<file path="src/rtl/multicycle_control_pkg.sv">
// rtl/multicycle_control_pkg.sv - shared states, opcode table and control encodings for the multicycle LEGv8 control
package multicycle_control_pkg;

    typedef enum logic [3:0] {
        FETCH,
        DECODE,
        EXEC_R,
        EXEC_I,
        WB_ALU,
        MEM_ADDR,
        MEM_RD,
        WB_MEM,
        MEM_WR,
        BR_CBZ,
        BR_B,
        TRAP
    } state_t;

    typedef enum logic [2:0] {
        CLS_R,
        CLS_ADDI,
        CLS_LDUR,
        CLS_STUR,
        CLS_CBZ,
        CLS_B,
        CLS_ILLEGAL
    } inst_class_t;

    // Opcode values are compared after masking; masked-off bits are don't-care.
    localparam logic [10:0] OP_ADD     = 11'b10001011000;
    localparam logic [10:0] OP_SUB     = 11'b11001011000;
    localparam logic [10:0] OP_AND     = 11'b10001010000;
    localparam logic [10:0] OP_ORR     = 11'b10101010000;
    localparam logic [10:0] OP_ADDI    = 11'b10010001000;
    localparam logic [10:0] OP_LDUR    = 11'b11111000010;
    localparam logic [10:0] OP_STUR    = 11'b11111000000;
    localparam logic [10:0] OP_CBZ     = 11'b10110100000;
    localparam logic [10:0] OP_B       = 11'b00010100000;

    localparam logic [10:0] MASK_FULL  = 11'b11111111111;
    localparam logic [10:0] MASK_ADDI  = 11'b11111111110;
    localparam logic [10:0] MASK_CBZ   = 11'b11111111000;
    localparam logic [10:0] MASK_B     = 11'b11111100000;

    localparam logic [1:0] ALUOP_ADD   = 2'b00;
    localparam logic [1:0] ALUOP_CB    = 2'b01;
    localparam logic [1:0] ALUOP_R     = 2'b10;

    localparam logic [1:0] PCSRC_INC   = 2'd0;
    localparam logic [1:0] PCSRC_CBZ   = 2'd1;
    localparam logic [1:0] PCSRC_B     = 2'd2;

    function automatic logic op_match(input logic [10:0] op,
                                      input logic [10:0] value,
                                      input logic [10:0] mask);
        return (op & mask) == value;
    endfunction

endpackage

</file>
<file path="src/rtl/multicycle_control_opcode_classifier.sv">
// rtl/multicycle_control_opcode_classifier.sv - combinational opcode[31:21] to instruction-class decoder
//   opcode     in  11  instruction bits [31:21]
//   inst_class out     decoded class, CLS_ILLEGAL for anything unrecognised
module opcode_classifier
    import multicycle_control_pkg::*;
(
    input  logic [10:0] opcode,
    output inst_class_t inst_class
);

    always_comb begin
        inst_class = CLS_ILLEGAL;
        if (op_match(opcode, OP_ADD, MASK_FULL) || op_match(opcode, OP_SUB, MASK_FULL) ||
            op_match(opcode, OP_AND, MASK_FULL) || op_match(opcode, OP_ORR, MASK_FULL)) begin
            inst_class = CLS_R;
        end else if (op_match(opcode, OP_ADDI, MASK_ADDI)) begin
            inst_class = CLS_ADDI;
        end else if (op_match(opcode, OP_LDUR, MASK_FULL)) begin
            inst_class = CLS_LDUR;
        end else if (op_match(opcode, OP_STUR, MASK_FULL)) begin
            inst_class = CLS_STUR;
        end else if (op_match(opcode, OP_CBZ, MASK_CBZ)) begin
            inst_class = CLS_CBZ;
        end else if (op_match(opcode, OP_B, MASK_B)) begin
            inst_class = CLS_B;
        end
    end

endmodule

</file>
<file path="src/rtl/multicycle_control.sv">
// rtl/multicycle_control.sv - main control FSM of the multicycle LEGv8 subset core
//   clk, reset_n           clock (rising edge), asynchronous active-low reset
//   opcode, zero, mem_ack  instruction bits [31:21], ALU zero flag, memory completion
//   mem_req/read/write     shared memory port request
//   ir_write, pc_write, pc_src, alu_op, alu_src, reg2loc, reg_write, mem_to_reg  datapath strobes
//   illegal, retired       sticky trap flag, saturating retired-instruction count
module multicycle_control
    import multicycle_control_pkg::*;
#(
    parameter int CNT_W = 32
) (
    input  logic             clk,
    input  logic             reset_n,
    input  logic [10:0]      opcode,
    input  logic             zero,
    input  logic             mem_ack,
    output logic             mem_req,
    output logic             mem_read,
    output logic             mem_write,
    output logic             ir_write,
    output logic             pc_write,
    output logic [1:0]       pc_src,
    output logic [1:0]       alu_op,
    output logic             alu_src,
    output logic             reg2loc,
    output logic             reg_write,
    output logic             mem_to_reg,
    output logic             illegal,
    output logic [CNT_W-1:0] retired
);

    state_t      state, state_next;
    inst_class_t dec_class, cls_q;
    logic        retire;
    logic [CNT_W-1:0] retired_q;

    logic       req_c, read_c, write_c, irw_c, pcw_c, asrc_c, r2l_c, rw_c, m2r_c;
    logic [1:0] pcs_c, aop_c;

    opcode_classifier u_classifier (
        .opcode     (opcode),
        .inst_class (dec_class)
    );

    // cls_q remembers the decoded class so later states (WB_ALU, MEM_ADDR)
    // can tell R-type from ADDI and LDUR from STUR without re-decoding.
    always_ff @(posedge clk or negedge reset_n) begin
        if (!reset_n) begin
            state     <= FETCH;
            cls_q     <= CLS_ILLEGAL;
            retired_q <= '0;
        end else begin
            state <= state_next;
            if (state == DECODE) begin
                cls_q <= dec_class;
            end
            if (retire && (retired_q != {CNT_W{1'b1}})) begin
                retired_q <= retired_q + {{(CNT_W-1){1'b0}}, 1'b1};
            end
        end
    end

    always_comb begin
        state_next = state;
        retire     = 1'b0;
        req_c      = 1'b0;
        read_c     = 1'b0;
        write_c    = 1'b0;
        irw_c      = 1'b0;
        pcw_c      = 1'b0;
        pcs_c      = PCSRC_INC;
        aop_c      = ALUOP_ADD;
        asrc_c     = 1'b0;
        r2l_c      = 1'b0;
        rw_c       = 1'b0;
        m2r_c      = 1'b0;
        case (state)
            FETCH: begin
                req_c  = 1'b1;
                read_c = 1'b1;
                if (mem_ack) begin
                    irw_c      = 1'b1;
                    pcw_c      = 1'b1;
                    state_next = DECODE;
                end
            end
            DECODE: begin
                case (dec_class)
                    CLS_R:              state_next = EXEC_R;
                    CLS_ADDI:           state_next = EXEC_I;
                    CLS_LDUR, CLS_STUR: state_next = MEM_ADDR;
                    CLS_CBZ:            state_next = BR_CBZ;
                    CLS_B:              state_next = BR_B;
                    default:            state_next = TRAP;
                endcase
            end
            EXEC_R: begin
                aop_c      = ALUOP_R;
                state_next = WB_ALU;
            end
            EXEC_I: begin
                asrc_c     = 1'b1;
                state_next = WB_ALU;
            end
            WB_ALU: begin
                // ALU controls stay as in the execute state so the result is stable during writeback.
                rw_c       = 1'b1;
                aop_c      = (cls_q == CLS_R) ? ALUOP_R : ALUOP_ADD;
                asrc_c     = (cls_q != CLS_R);
                retire     = 1'b1;
                state_next = FETCH;
            end
            MEM_ADDR: begin
                asrc_c     = 1'b1;
                r2l_c      = (cls_q == CLS_STUR);
                state_next = (cls_q == CLS_STUR) ? MEM_WR : MEM_RD;
            end
            MEM_RD: begin
                req_c  = 1'b1;
                read_c = 1'b1;
                if (mem_ack) begin
                    state_next = WB_MEM;
                end
            end
            WB_MEM: begin
                rw_c       = 1'b1;
                m2r_c      = 1'b1;
                retire     = 1'b1;
                state_next = FETCH;
            end
            MEM_WR: begin
                req_c   = 1'b1;
                write_c = 1'b1;
                r2l_c   = 1'b1;
                if (mem_ack) begin
                    retire     = 1'b1;
                    state_next = FETCH;
                end
            end
            BR_CBZ: begin
                aop_c      = ALUOP_CB;
                r2l_c      = 1'b1;
                pcs_c      = PCSRC_CBZ;
                pcw_c      = zero;
                retire     = 1'b1;
                state_next = FETCH;
            end
            BR_B: begin
                pcs_c      = PCSRC_B;
                pcw_c      = 1'b1;
                retire     = 1'b1;
                state_next = FETCH;
            end
            TRAP: begin
                state_next = TRAP;
            end
            default: begin
                state_next = FETCH;
            end
        endcase
    end

    // The reset state is FETCH, which would otherwise raise mem_req; gating with
    // reset_n keeps every strobe low for as long as reset is held.
    assign mem_req    = reset_n & req_c;
    assign mem_read   = reset_n & read_c;
    assign mem_write  = reset_n & write_c;
    assign ir_write   = reset_n & irw_c;
    assign pc_write   = reset_n & pcw_c;
    assign pc_src     = {2{reset_n}} & pcs_c;
    assign alu_op     = {2{reset_n}} & aop_c;
    assign alu_src    = reset_n & asrc_c;
    assign reg2loc    = reset_n & r2l_c;
    assign reg_write  = reset_n & rw_c;
    assign mem_to_reg = reset_n & m2r_c;
    assign illegal    = reset_n & (state == TRAP);
    assign retired    = retired_q;

endmodule

</file>
<file path="config.mk">
export PLATFORM = sky130hd
export DESIGN_NAME = multicycle_control
export DESIGN_NICKNAME = d
export VERILOG_FILES = /design/src/rtl/multicycle_control_pkg.sv /design/src/rtl/multicycle_control_opcode_classifier.sv /design/src/rtl/multicycle_control.sv
export SDC_FILE = /design/constraint.sdc
export NUM_CORES = 1
export LEC_CHECK = 0
export CAP_MARGIN = 15
export CORE_UTILIZATION = 40
export CTS_BUF_LIST = sky130_fd_sc_hd__clkbuf_4 sky130_fd_sc_hd__clkbuf_8
export DETAILED_ROUTE_END_ITERATION = 12
export HOLD_SLACK_MARGIN = 0.05
export PLACE_DENSITY = 0.67
export SETUP_SLACK_MARGIN = 0.1
export SLEW_MARGIN = 25
export SYNTH_ARGS = -nofsm -noshare
export SYNTH_HDL_FRONTEND = slang
export SYNTH_SLANG_ARGS = --single-unit
export TNS_END_PERCENT = 5
</file>
<file path="constraint.sdc">
create_clock -name clk -period 5.5 [get_ports clk]
set_input_delay 1.1 -clock clk [delete_from_list [all_inputs] [get_ports clk]]
set_output_delay 1.1 -clock clk [all_outputs]
set_load 0.05 [all_outputs]
</file>
# Word-level counts from Yosys, hierarchy flattened
# Index checks and enable logic that the tools add are counted.
classes:
  n_addsub: 1
  n_reduce_logical: 17
  bitwise: 12
  eq_ne: 30
  muxes: 26
op_table:
  columns: ["cell", "count"]
  rows:
  - ["11-bit == test (second input constant)", 6]
  - ["32-bit by 1-bit adder with 32-bit output (second input constant)", 1]
  - ["32-bit inequality test (second input constant)", 1]
  - ["4-bit one-hot mux with 7 select lines", 1]
  - ["4-bit one-hot mux with 5 select lines", 1]
  - ["4-bit by 3-bit == test with 1-bit output (second input constant)", 4]
  - ["4-bit == test (second input constant)", 4]
  - ["4-bit 2-to-1 mux", 4]
  - ["3-bit 2-to-1 mux", 5]
  - ["2-bit OR reduction", 6]
  - ["1-bit AND", 10]
  - ["10-bit == test (second input constant)", 1]
  - ["3-bit by 2-bit == test with 1-bit output (second input constant)", 3]
  - ["4-bit by 2-bit == test with 1-bit output (second input constant)", 2]
  - ["8-bit == test (second input constant)", 1]
  - ["1-bit 2-to-1 mux", 7]
  - ["3-bit == test (second input constant)", 2]
  - ["6-bit by 3-bit == test with 1-bit output (second input constant)", 1]
  - ["3-bit zero test", 2]
  - ["2-bit inequality test (second input constant)", 3]
  - ["1-bit one-hot mux with 2 select lines", 3]
  - ["2-bit one-hot mux with 3 select lines", 1]
  - ["2-bit AND", 2]
  - ["4-bit by 1-bit == test with 1-bit output (second input constant)", 1]
  - ["11 further kinds", 14]
totals:
  register_bits: 39
  in_bits: 15
  elab_cells: 89
  out_inout_bits: 46

# Depth between registers and ports, before layout
logic_depth:
  ltp_word: 11
  depth_mapped: 7
  depth_no_buf: 5

# By module
# From an unflattened synthesis, not the netlist that was laid out.
hier_totals:
  hier_cells: 249
  area_unflattened_um2: 2394.8
modules_own_cells:
  columns: ["mod", "cells_each", "area_per_inst_um2", "seq_area_each_um2", "n_inst"]
  rows:
  - ["multicycle_control", 231, 2247.2, 978.4, 1]
  - ["opcode_classifier", 18, 147.6, 0.0, 1]

# Least setup slack after synthesis
# OpenSTA, ideal clock, no wires.
synth_timing:
  path_kind: "in2out"
  startpoint: "in mem_ack"
  endpoint: "out pc_write"
  cell_stages: 4
  setup_slack_ps: 1884
  required_time_ps: 4400
  t_arrival_ps: 2516
  n_path_buf: 0
  cell_sequence: "nand3_1 a21oi_1 a31oi_1 nor3b_1"
synth_between:
  elab_chain_cells: 3
synth_lines:
  columns: ["element", "line_no", "source"]
  rows:
  - ["start, declared", "multicycle_control.sv:16", "input logic mem_ack,"]
  - ["1-bit 2-to-1 mux", "multicycle_control.sv:81", "if (mem_ack) begin"]
  - ["1-bit one-hot mux with 3 select lines", "multicycle_control.sv:77", "case (state)"]
  - ["1-bit AND", "multicycle_control.sv:169", "assign pc_write = reset_n & pcw_c;"]
  - ["end, declared", "multicycle_control.sv:21", "output logic pc_write,"]
# No other way between the ends.

# Final worst setup path
# Same ends and word-level chain as after synthesis.

==> flow_metrics.tcl <==
set metrics [dict create \
    status "finished with violations" \
    violations "DRC" \
    worstRegToRegCells 5 \
    synthesis.area_sq_mm 0.002440 \
    chipWidth_um 80.10 \
    cp.required_ps 4400 \
    synth_area_leaders "dfrtp_1, xor2_1, nand2_1" \
    antenna_found_initial 0 \
    wl_per_cell_um 15.16 \
    cp_max_fo 4 \
    synth_top_area_share 0.3795 \
    critical_path.max_stage_delay_ps 830 \
    cp_cell_sequence "clkdlybuf4s50_1 -> nand3_1 -> a21oi_1 -> a31oi_1 -> nor3b_1 -> clkdlybuf4s50_1" \
    cp_slowest_cell "clkdlybuf4s50_1" \
    ys_async_sr_fraction 1.000 \
    grt.overflow.total 0 \
    setup.worst_path.class "input pin to output pin" \
    die_h_um 80.10 \
    crit_family "buffers and inverters" \
    h-tree-depth 2 \
    regToRegStartpoint "state[2]" \
    seq_area_frac_synth 0.4010 \
    dpl.hpwl_um 4258 \
    hold_violations 0 \
    track_usage 0.1978 \
    start_util 0.4145 \
    fp-row-count 28 \
    fillers 529 \
    clkSinkCount 39 \
    core_sq_mm 0.005886 \
    slew_headroom 0.4106 \
    syn_to_final_growth_pct 30.51 \
    cts-root-buf "clkbuf_8" \
    grt_pass1_wl_um 9949 \
    drc_errors 1 \
    hold_buffers 0 \
    end_kind "output pin" \
    vias 2176 \
    io_pins 61 \
    regArea_sq_um 978.4 \
    clock_skew_ps 8.104 \
    port_buffers 60 \
    r2r_slack_ps 2750 \
    crit_top_cell "clkdlybuf4s50_1" \
    tns_ps 0 \
    syn_inst 256 \
    route.detailed.vias_per_inst 5.579 \
    drtPass1Iterations 8 \
    r2r_end "retired[28]" \
    period_minus_slack_ps 4061 \
    cap_violations 0 \
    antenna_left 0 \
    synth_area_leader_cell "dfrtp_1" \
    worstSkewPairLatency_ps 290 \
    multi_input_area_sq_mm 0.001361 \
    die_area_sq_mm 0.006416 \
    leakagePower_nw 1.363 \
    cp.arrival_ps 2960 \
    finalWirelength_um 5912 \
    cp-start-kind "input pin" \
    ys.flop_type "dfrtp_1" \
    worst-path-buf-inv 2 \
    whs_ps 488.2 \
    synth_edf_count 0 \
    syn-num-nets 272 \
    fmax_mhz 246.2 \
    n_antenna_cell 0 \
    rsz0062_at_grt "no" \
    hp-start "retired[27]" \
    period_share 0.7384 \
    grt_max_degree 40 \
    clk_pin_slew_ps 80 \
    cts.path.max_buffers 2 \
    post-route-util 0.5410 \
    post_cts_buffers 0 \
    hp-class "flip-flop to flip-flop" \
    ys_ff_latch 39 \
    cts_buffers 5 \
    drt_iter0_drc 208 \
    drv_slew 0 \
    irDropWorstVdd_mv 0.2176 \
    whs_path_depth 1 \
    synth.avg_cell_area_sq_um 9.531 \
    yosys_warnings 0 \
    grt_pass1_vias 2122 \
    drive_gt1_frac 0.1048 \
    worst_slew_pin_slew_ps 881.9 \
    synth_cell_types 55 \
    p_per_area_mw_per_mm2 369.4 \
    setup_viol 0 \
    cts_tree "done" \
    gp_congestion 0.8579 \
    worst_hold_path.endpoint "retired[27]" \
    cts.repair.resized 0 \
    fin_nets 330 \
]
## through the flow
step                instance area (sq um)  total power, W  setup WS, ps  instances
floorplan                            2440       0.0007910          1884        256
global placement                     3067       0.0009251          1468        382
finish                               3184        0.001176          1439        390
CTS                                  3184        0.001184          1433        390
global route                         3184        0.001242          1298        390
detailed placement                   3067       0.0009360          1441        382
## power breakdown
group / leakage (nW) / switching, W / total, W / internal [W]
clock: 0.0612 / 0.000100 / 0.000247 / 0.000147
sequential: 0.504 / 0.0000858 / 0.000422 / 0.000336
combinational: 0.798 / 0.000328 / 0.000508 / 0.000180
total: 1.36 / 0.000514 / 0.00118 / 0.000662
## final cells by class
| type | instances | area share |
|---|---|---|
| flip-flops and latches | 39 | 0.3073 |
| clock inverters | 2 | 0.01100 |
| inverters | 8 | 0.009430 |
| clock buffers | 6 | 0.02593 |
| multi-input cells | 199 | 0.4275 |
| well taps | 75 | 0.02947 |
| repair buffers | 61 | 0.1894 |
## synthesized netlist by cell type, types with 5 or more instances
cell type	number
dfrtp_1	37
nand2_1	29
nor2_1	23
xor2_1	22
nand3_1	18
nor3_1	18
inv_1	8
nor4_2	6
and3_1	5
nand4_1	5
xnor2_1	5
## placed cells by master, fill, tap and decap left out, types with 3 or more instances in the layout
cell type        synthesis  routed
nor3_1                  18      18
nor4_2                   6       6
xnor2_1                  5       5
nand2_1                 29      29
nor2_1                  23      23
o21ai_0                  4       4
nand4_1                  5       5
and3_1                   5       5
mux2_2                   3       3
inv_1                    8       8
a31oi_1                  3       3
clkdlybuf4s50_1          0      59
nor4b_2                  4       4
clkbuf_8                 0       6
xor2_1                  22      22
nor2b_1                  3       3
a21oi_1                  4       4
nor4_1                   4       4
nand2b_1                 4       4
dfrtp_1                 37      37
nand3_1                 18      18
nor3b_1                  4       4
## sequential cells by signal, summed over array words and instances, names as in the netlist
| signal | cells |
|---|---|
| retired | 32 |
| state | 4 |
| cls_q | 3 |
## per-layer routing
layer  GRT usage  routed length, um
met5           0                  0
met2      0.3162               2899
met4     0.06786                 20
met3     0.03182                231
met1      0.2707               2762
## worst max path at each step
stage,start,endpoint,slack (ps),depth (start not counted)
after global placement,mem_ack,pc_write,1470,6
after floorplan,mem_ack,pc_write,1880,4
after global routing,mem_ack,pc_write,1300,6
final,mem_ack,pc_write,1440,6
after CTS,mem_ack,pc_write,1430,6
after detailed placement,mem_ack,pc_write,1440,6
## logic make-up after synthesis
family,count (synthesis),synth area share
and+or+nand+nor,142,0.3605
muxes,6,0.02871
DFF,39,0.4010
AOI/OAI and AO/OA,23,0.06667
xor gates and xnor gates,27,0.09692
buffers and inverters,18,0.04102
adders and majority gates,1,0.005127
Power figures use the tool's default switching activity.
